**src/rtl/pipe_hazard_ctrl_pkg.sv**
```systemverilog
// Shared types and constants for the pipeline hazard controller.
// Holds the control FSM state encoding and register-file constants.
package pipe_hazard_ctrl_pkg;

  typedef enum logic [1:0] {
    RUN        = 2'd0,
    FREEZE     = 2'd1,
    FETCH_WAIT = 2'd2
  } hz_state_t;

  localparam int CNT_W_DEF = 16;
  localparam logic [4:0] REG_ZERO = 5'd0;

endpackage

```
**src/rtl/pipe_hazard_ctrl_sat_counter.sv**
```systemverilog
// Saturating up-counter used for the stall and flush statistics.
// Holds at all-ones instead of wrapping.
module sat_counter #(
  parameter int WIDTH = 16
) (
  input  logic             clk,
  input  logic             rst,
  input  logic             inc,
  output logic [WIDTH-1:0] count
);

  always_ff @(posedge clk or posedge rst) begin
    if (rst) begin
      count <= '0;
    end else if (inc && (count != '1)) begin
      count <= count + 1'b1;
    end
  end

endmodule

```
**src/rtl/pipe_hazard_ctrl.sv**
```systemverilog
// Stall/flush controller for a 5-stage pipeline: load-use, branch
// redirect, instruction-fetch wait and data-memory freeze handling.
module pipe_hazard_ctrl
  import pipe_hazard_ctrl_pkg::*;
#(
  parameter int CNT_W = CNT_W_DEF
) (
  input  logic             clk,
  input  logic             rst,
  input  logic [4:0]       id_rs1,
  input  logic [4:0]       id_rs2,
  input  logic             id_use_rs1,
  input  logic             id_use_rs2,
  input  logic             ex_memread,
  input  logic [4:0]       ex_rd,
  input  logic             br_taken,
  input  logic             imem_ready,
  input  logic             dmem_ready,
  output logic             pc_we,
  output logic             ifid_we,
  output logic             idex_we,
  output logic             ifid_bubble,
  output logic             idex_bubble,
  output logic [CNT_W-1:0] stall_cycles,
  output logic [CNT_W-1:0] flush_count
);

  hz_state_t state, nxt;
  logic      br_pend, pend_nxt;
  logic      lu, eff_br, flush;

  assign lu = ex_memread && (ex_rd != REG_ZERO) &&
              ((id_use_rs1 && (id_rs1 == ex_rd)) ||
               (id_use_rs2 && (id_rs2 == ex_rd)));

  assign eff_br = br_taken || br_pend;

  always_ff @(posedge clk or posedge rst) begin
    if (rst) begin
      state   <= RUN;
      br_pend <= 1'b0;
    end else begin
      state   <= nxt;
      br_pend <= pend_nxt;
    end
  end

  // Once dmem is ready, RUN and FETCH_WAIT (and a FREEZE exit)
  // share the same priority: branch, load-use, fetch wait, normal.
  always_comb begin
    pc_we       = 1'b0;
    ifid_we     = 1'b0;
    idex_we     = 1'b0;
    ifid_bubble = 1'b0;
    idex_bubble = 1'b0;
    flush       = 1'b0;
    nxt         = state;
    pend_nxt    = br_pend;
    if (rst) begin
      ifid_bubble = 1'b1;
      idex_bubble = 1'b1;
      nxt         = RUN;
      pend_nxt    = 1'b0;
    end else if (!dmem_ready) begin
      nxt = FREEZE;
      if ((state == FREEZE) && br_taken) begin
        pend_nxt = 1'b1;
      end
    end else begin
      nxt      = RUN;
      pend_nxt = 1'b0;
      if (eff_br) begin
        pc_we       = 1'b1;
        ifid_we     = 1'b1;
        idex_we     = 1'b1;
        ifid_bubble = 1'b1;
        idex_bubble = 1'b1;
        flush       = 1'b1;
      end else if (lu) begin
        idex_we     = 1'b1;
        idex_bubble = 1'b1;
      end else if (!imem_ready) begin
        ifid_we     = 1'b1;
        ifid_bubble = 1'b1;
        idex_we     = 1'b1;
        nxt         = FETCH_WAIT;
      end else begin
        pc_we   = 1'b1;
        ifid_we = 1'b1;
        idex_we = 1'b1;
      end
    end
  end

  sat_counter #(.WIDTH(CNT_W)) u_stall (
    .clk   (clk),
    .rst   (rst),
    .inc   (!rst && !pc_we),
    .count (stall_cycles)
  );

  sat_counter #(.WIDTH(CNT_W)) u_flush (
    .clk   (clk),
    .rst   (rst),
    .inc   (flush),
    .count (flush_count)
  );

endmodule
```
**config.mk**
```make
export PLATFORM = sky130hd
export DESIGN_NAME = pipe_hazard_ctrl
export DESIGN_NICKNAME = d
export VERILOG_FILES = /design/src/rtl/pipe_hazard_ctrl_pkg.sv /design/src/rtl/pipe_hazard_ctrl_sat_counter.sv /design/src/rtl/pipe_hazard_ctrl.sv
export SDC_FILE = /design/constraint.sdc
export NUM_CORES = 1
export LEC_CHECK = 0
export ABC_AREA = 0
export CORE_MARGIN = 10
export CORE_UTILIZATION = 47
export DETAILED_ROUTE_END_ITERATION = 8
export PLACE_DENSITY = 0.8
export SETUP_SLACK_MARGIN = 0.15
export SYNTH_ARGS = -nofsm -noshare
export SYNTH_HDL_FRONTEND = slang
export SYNTH_HIERARCHICAL = 1
export SYNTH_SLANG_ARGS = --single-unit
```
**constraint.sdc**
```tcl
create_clock -name clk -period 2.75 [get_ports clk]
set_clock_uncertainty 0.1 [all_clocks]
set_input_delay 0.825 -clock clk [delete_from_list [all_inputs] [get_ports clk]]
set_output_delay 0.825 -clock clk [all_outputs]
set_load 0.02 [all_outputs]
```
==> metrics.md, run 1 <==
| Metric | Value |
|---|---|
| Warning count from the yosys run | 6 |
| Number of buffers on the longest clock path | 2 |
| Crit path arrival time | between 2 and 2.5 ns |
| Number of placement rows | 23 |
| Synthesized cell area | 0.001942 mm2 |
| Total count of max-transition violations in the final report | 0 |
| CP cell instances | buf_8 > or4_4 > o21ai_4 > o21ai_2 > a21o_1 > buf_6 |
| Type of origin of the critical path | primary input |
| Antenna diodes | 0 |
| Filler cell count | 265 |
| Peak supply drop | approximately 0.55 mV |
| Final Wtd Congestion | between 0.7 and 0.8 |
| Max Fclk | roughly 330 MHz |
| Total via count in the routed design | about 1.7k |
| Synth Flop Type | dfrtp_1 |
| Number of CTS-inserted buffers | 5 |
| Number of setup violations in the final report | 10 |
| Number of buffers and inverters on the critical path | 2 |
| Overall die area | between 0.007 and 0.008 mm2 |
| Number of max-capacitance violations reported | 0 |
| Antenna viol nets, final | 0 |
| Final wirelength | around 5500 um |
| Async SR Flop Fraction | 100.0% |
| Normalized max-slew margin | roughly 60% |
| Mean Syn Cell Area | 10.73 um2 |
| Total core area | around 0.0040 mm2 |
| Via count normalized by instance count | 5.350 |
| Synthesized instance count | approximately 180 |
| CP Capture Type | output pin |
| P per Cell Area | between 500 and 600 mW/mm2 |
| DRC violation total after the first TritonRoute iteration | 47 |
| Crit-path max cell delay | 0.53 ns |
| Yosys reg bits | 35 |
| Clock transition at the register clock pins on the worst setup and hold paths after CTS | 0.06 ns |
| Total grt overflow | 0 |
| Top-area cell type share of the netlist area | between 40% and 50% |
| Slowest cell on the critical path | or4_4 |
| Post-synth EDFFs | 0 |
| Violations in the final reports | negative setup slack |
| Post-detailed-route wirelength per cell | 16.94 um |
| Biggest area consumer among synthesized cells | dfrtp_1 |
| Hold WC Path Type | flip-flop to flip-flop |
| Final Cycle Share | 109.9% |
| Setup repair after global routing missed its margin | yes |
| Height of the chip | between 80 and 90 um |
| Worst endpoint required time | between 1.5 and 2 ns |
| Total Negative Setup Slacks | -1.255 ns |
| Final hold vios | 0 |
| Overall track demand over capacity in global routing | 16.05% |
| Clock Tree Root | clkbuf_8 |
| Number of buffers added on ports | slightly below 60 |
| CTS H-Tree Depth | 2 |
| Number of antenna violations at the first check in global routing | 0 |
| Worst-skew pair later-pin latency | between 0.2 and 0.3 ns |
| Number of top-level design ports | 60 |
| Hold buffer count at CTS | 0 |
| Most area-consuming cells after synthesis | dfrtp_1 45%, xnor2_1 11%, nand3_1 3.6% |
| Post-DP HPWL | between 4000 and 5000 um |
| Setup Crit Path Kind | primary input to output pin |
| Total iterations of the first detailed-routing run | 4 |
| Most common cell in the netlist | dfrtp_1 |
| Leakage power figure | between 1 and 1.5 nW |
| Transition time of the tightest slew-check pin | approximately 0.62 ns |
| Commonest cells in the netlist | 35 x dfrtp_1, 24 x xnor2_1, 14 x nand3_1 |
| Global-route wire length before repair | approximately 9500 um |
| Layout overhead on the synthesized area | 60.31% |
| Worst hold margin | 0.4091 ns |
| Pin count of the biggest net entering global routing | 17 |
| Number of sinks driven by the clock tree | 35 |
| Starting utilization of the core area | 48.55% |
| Largest fanout of any net on the critical path | 4 |
| DRC violations left | 0 |
| Die span in x | about 84 um |
| Family with the most delay on the worst path | simple AND/OR/NAND/NOR gates |
| Fraction of layout instances using a drive strength above 1 | 34.42% |
| Post-synth net total | 206 |
| Count of unique library cells instantiated by Yosys | 35 |
| Overall power | between 1.5 and 2 mW |
| Post-layout worst setup margin | -0.2709 ns |
| Seq/Total Area, Yosys | 45.10% |
| Net count reported at finish | around 300 |
| TritonCTS clock tree | done |
| Run status | finished, violations left |
| Number of global-route vias before repair | between 1.5k and 2k |
| Time the final worst path needs with I/O delays and setup | 3.021 ns |
==> layout make-up <==
class                           instances  area [um2]  share of cell area [%]
Clock buffer                            6       72.57                   2.331
Inverter                                5       18.77                  0.6029
Multi-Input combinational cell        141        1227                   39.43
Sequential cell                        35       875.8                   28.14
Tap cell                               50       62.56                   2.010
Timing Repair Buffer                   89       855.8                   27.49
==> cells in the final DEF, fill, tap and decap left out, types with 3 or more instances in the layout <==
master           netlist  layout
inv_1                  4       4
a21oi_1                7       4
dlygate4sd2_1          0       5
buf_6                  0      20
clkdlybuf4s50_1        0      37
nand2_1               13      10
nor2_1                10       6
nand3_1               14      11
xnor2_1               24      23
xor2_1                 8       6
clkbuf_8               0       5
and3_1                 8       8
nor2_4                 0       3
buf_4                  0      18
nand2_2                2       4
and4_1                 6       5
buf_2                  0       4
nor4_4                 2       3
nand4_1               10      10
a21oi_2                0       3
dfrtp_1               35      35
==> logic make-up (layout without fill, tap and decap cells) <==
group                      Yosys count  in the layout  synth area share [%]
adders and majority gates            2              2                 1.288
xor gates and xnor gates            32             32                 14.43
muxes                                6              6                 3.350
buffers and inverters                5            100                0.9661
AOI/OAI and AO/OA                   17             17                 6.250
DFF                                 35             35                 45.10
and+or+nand+nor                     84             84                 28.61
==> power by group <==
group | leakage, nW | internal (mW) | total (mW) | switching (mW)
combinational | 0.860 | 0.325 | 0.625 | 0.300
clock | 0.0371 | 0.169 | 0.333 | 0.165
sequential | 0.468 | 0.598 | 0.737 | 0.139
==> registers in the layout, indices dropped and copies added (netlist names) <==
register,count
br_pend,1
state,2
u_flush/count,16
u_stall/count,16
==> through the flow <==
step | setup slack (ns) | utilization [%] | area (um2) | cells
after CTS | -0.2368 | 75.57 | 3023 | 325
after global routing | -0.3299 | 77.82 | 3113 | 326
after floorplan | -0.04687 | - | 1978 | 181
after global placement | -1.045 | 69.35 | 2774 | 309
final | -0.2709 | 77.82 | 3113 | 326
after detailed placement | -1.096 | 69.35 | 2774 | 309
==> repair_timing <==
action / 4_1_cts / 5_1_grt
endpoints found under the setup margin: 28 / 21
buffers inserted: 10 / 1
pin swaps: 27 / 17
resized for setup: 103 / 22
==> final timing paths <==
path	cells after the start	slack, ns	from	end
setup / recovery	6	-0.27	ex_rd[1]	idex_bubble
hold / removal	1	0.41	u_stall/count[15]$_DFFE_PP0P_	u_stall/count[15]$_DFFE_PP0P_
setup reg to reg	12	0.72	br_pend$_DFFE_PP0P_	state[1]$_DFF_PP0_
hold reg to reg	1	0.41	u_stall/count[15]$_DFFE_PP0P_	u_stall/count[15]$_DFFE_PP0P_
max in group asynchronous	3	1.28	rst	u_stall/count[1]$_DFFE_PP0P_
min in group asynchronous	3	0.63	rst	state[1]$_DFF_PP0_
==> routing by layer <==
metal	part of all wire (%)	global-route usage [%]
met2	53	28.42
met5	0	0
met3	5.8	5.797
met1	39	17.35
met4	2.6	5.023
Note: power is estimated with default switching activity, not from simulation.
==> inputs of run 2 (changes only) <==
--- a/config.mk
+++ b/config.mk
@@ -7,9 +7,9 @@
 export LEC_CHECK = 0
 export ABC_AREA = 0
 export CORE_MARGIN = 10
-export CORE_UTILIZATION = 47
+export CORE_UTILIZATION = 40
 export DETAILED_ROUTE_END_ITERATION = 8
-export PLACE_DENSITY = 0.8
+export PLACE_DENSITY = 0.74
 export SETUP_SLACK_MARGIN = 0.15
 export SYNTH_ARGS = -nofsm -noshare
 export SYNTH_HDL_FRONTEND = slang
==> constraint.sdc (replaced) <==
create_clock -name clk -period 3.6 [get_ports clk]
set_clock_uncertainty 0.1 [all_clocks]
set_input_delay 1.08 -clock clk [delete_from_list [all_inputs] [get_ports clk]]
set_output_delay 1.08 -clock clk [all_outputs]
set_load 0.02 [all_outputs]
==> run 2 against run 1 <==
  * The run now ends clean
  * Sequential share of layout area increased by 1.8 points
  * Hold slack better by 0.0060 ns
  * Core utilization shrank 16 points
  * Register-to-register slack improved by 0.43 ns
  * Via count shrank 3.7%
  * Critical path depth stayed put
  * Power shrank 25%
  * Non-clock buffer count fell by 3
==> metrics.md, run 2 (same netlist as run 1, synthesis figures left out) <==
| Metric | Value |
|---|---|
| Worst-skew pair later-pin latency | approximately 0.28 ns |
| Number of sinks driven by the clock tree | 35 |
| Total grt overflow | 0 |
| Type of origin of the critical path | primary input |
| Worst hold margin | approximately 0.42 ns |
| Run status | complete, no violations |
| P per Cell Area | 433.7 mW/mm2 |
| Final Cycle Share | between 90% and 100% |
| CP cell instances | buf_6 > or4_4 > o21ai_4 > o21ai_2 > a21o_1 > buf_6 |
| Commonest non-fill, non-tap cell in the layout | clkdlybuf4s50_1 |
| Total count of max-transition violations in the final report | 0 |
| Final hold vios | 0 |
| Setup repair after global routing missed its margin | yes |
| Setup Crit Path Kind | primary input to output pin |
| Total iterations of the first detailed-routing run | 4 |
| Global Route met3 Usage | approximately 4.6% |
| Post-detailed-route wirelength per cell | between 15 and 20 um |
| Busiest layer in global routing | met2 |
| Antenna viol nets, final | 0 |
| Crit path arrival time | 2.36 ns |
| Number of antenna violations at the first check in global routing | 0 |
| Utilization of the core after routing | between 60% and 70% |
| Area of all placed cells without fillers | 0.002930 mm2 |
| Starting utilization of the core area | around two fifths |
| Source of the critical timing path | ex_rd[4] |
| DRC violations left | 0 |
| Final wirelength | just over 5000 um |
| Number of max-capacitance violations reported | 0 |
| Launching point of the worst reg2reg path | br_pend$_DFFE_PP0P_ |
| Total via count in the routed design | roughly 1.7k |
| Antenna diodes | 0 |
| Total core area | about 0.0047 mm2 |
| Clock Tree Root | clkbuf_8 |
| Max Fclk | between 200 and 300 MHz |
| Cell with the most instances on the worst path | buf_6 |
| Global routing usage on met1 | roughly 14% |
| Time the final worst path needs with I/O delays and setup | roughly 3.5 ns |
| Number of buffers added on ports | 59 |
| Height of the chip | about 90 um |
| Met2 global-route usage | a little under a quarter |
| Number of CTS-inserted buffers | 5 |
| Peak supply drop | between 0.4 and 0.5 mV |
| Post-layout worst setup margin | approximately 0.056 ns |
| Pin count of the biggest net entering global routing | 17 |
| Layout overhead on the synthesized area | 50.90% |
| Overall die area | around 0.008 mm2 |
| Largest fanout of any net on the critical path | 4 |
| Commonest cells after routing, fill and taps aside | 38 x clkdlybuf4s50_1, 35 x dfrtp_1, 25 x buf_4, 23 x xnor2_1, 14 x nand3_1 |
| Number of placement rows | 25 |
| Crit-path max cell delay | between 0.5 and 0.6 ns |
| Transition time of the tightest slew-check pin | 0.6193 ns |
| Via count normalized by instance count | 4.912 |
| Number of global-route vias before repair | ~1.7k |
| CP Capture Type | output pin |
| Overall power | around 1.3 mW |
| Total Negative Setup Slacks | 0 ns |
| Cell area after placement | approximately 0.0027 mm2 |
| Hold buffer count at CTS | 0 |
| Overall track demand over capacity in global routing | 13.14% |
| Net count reported at finish | 299 |
| Number of setup violations in the final report | 0 |
| Number of buffers on the longest clock path | 2 |
| Worst endpoint required time | 2.42 ns |
| Instance count after placement with tap cells included | 321 |
| Clock transition at the register clock pins on the worst setup and hold paths after CTS | 0.06 ns |
| Biggest registers after layout | u_flush/count (16), u_stall/count (16), state (2) |
| Final Wtd Congestion | about 0.8 |
| DRC violation total after the first TritonRoute iteration | 44 |
| Global-route wire length before repair | around 8000 um |
| Hold Crit Start | u_flush/count[10]$_DFFE_PP0P_ |
| Post-layout instance count excluding filler cells | about 340 |
| Number of top-level design ports | 60 |
| Leakage power figure | between 1 and 1.5 nW |
| Post-DP HPWL | 3847 um |
| TritonCTS clock tree | done |
| Slowest cell on the critical path | or4_4 |
| Fraction of layout instances using a drive strength above 1 | 28.36% |
| Normalized max-slew margin | between 50% and 60% |
| Die span in x | around 90 um |
| Worst setup slack after placement | -0.8863 ns |
| CTS H-Tree Depth | 2 |
| Hold WC Path Type | flip-flop to flip-flop |
-- run 2: cell count changes in the layout (fill, tap and decap cells not counted), moves of 3 or more --
cell     delta
a21oi_1     +3
a21oi_2     -3
buf_4       +7
buf_6      -13
nand2_1     +3
nand3_1     +3
nor2_1      +3
nor2_4      -3
-- run 2: area by class of cell --
cell class | count | area (um2)
fill | 383 | 1793
multi-input combinational | 141 | 1099
sequential | 35 | 875.8
timing repair buffer | 86 | 772.0
tap | 67 | 83.83
clock buffer | 7 | 76.32
inverter | 5 | 18.77
clock inverter | 1 | 5.005
-- run 2: worst paths after layout --
kind | to | slack (ns) | cells after the start
max | idex_bubble | 0.06 | 6
min reg2reg | u_flush/count[10]$_DFFE_PP0P_ | 0.42 | 1
min in group asynchronous | state[0]$_DFF_PP0_ | 1.08 | 3
max in group asynchronous | u_stall/count[9]$_DFFE_PP0P_ | 1.64 | 3
max reg2reg | state[1]$_DFF_PP0_ | 1.15 | 14
min | u_flush/count[10]$_DFFE_PP0P_ | 0.42 | 1
-- run 2: worst max-delay path: cells and delay by family --
family | cells | cell delay, ns
buffers and inverters | 2 | 0.23
AOI/OAI and AO/OA | 3 | 0.50
and+or+nand+nor | 1 | 0.55
-- run 2: layer usage --
metal	wire length [um]	up-vias
met4	72	0
met5	0	-
met2	2640	40
li1	-	845
met3	334	8
met1	2117	787
-- run 2: power by group --
part	internal, mW	switching [mW]
sequential	0.457	0.0979
clock	0.136	0.131
combinational	0.231	0.218
total	0.823	0.447
-- run 2: repair_timing --
action                                  in CTS  in global routing
gates resized for setup                     78                 16
endpoints found under the setup margin      13                  6
setup buffers                               11                  2
pin swaps                                   19                 14
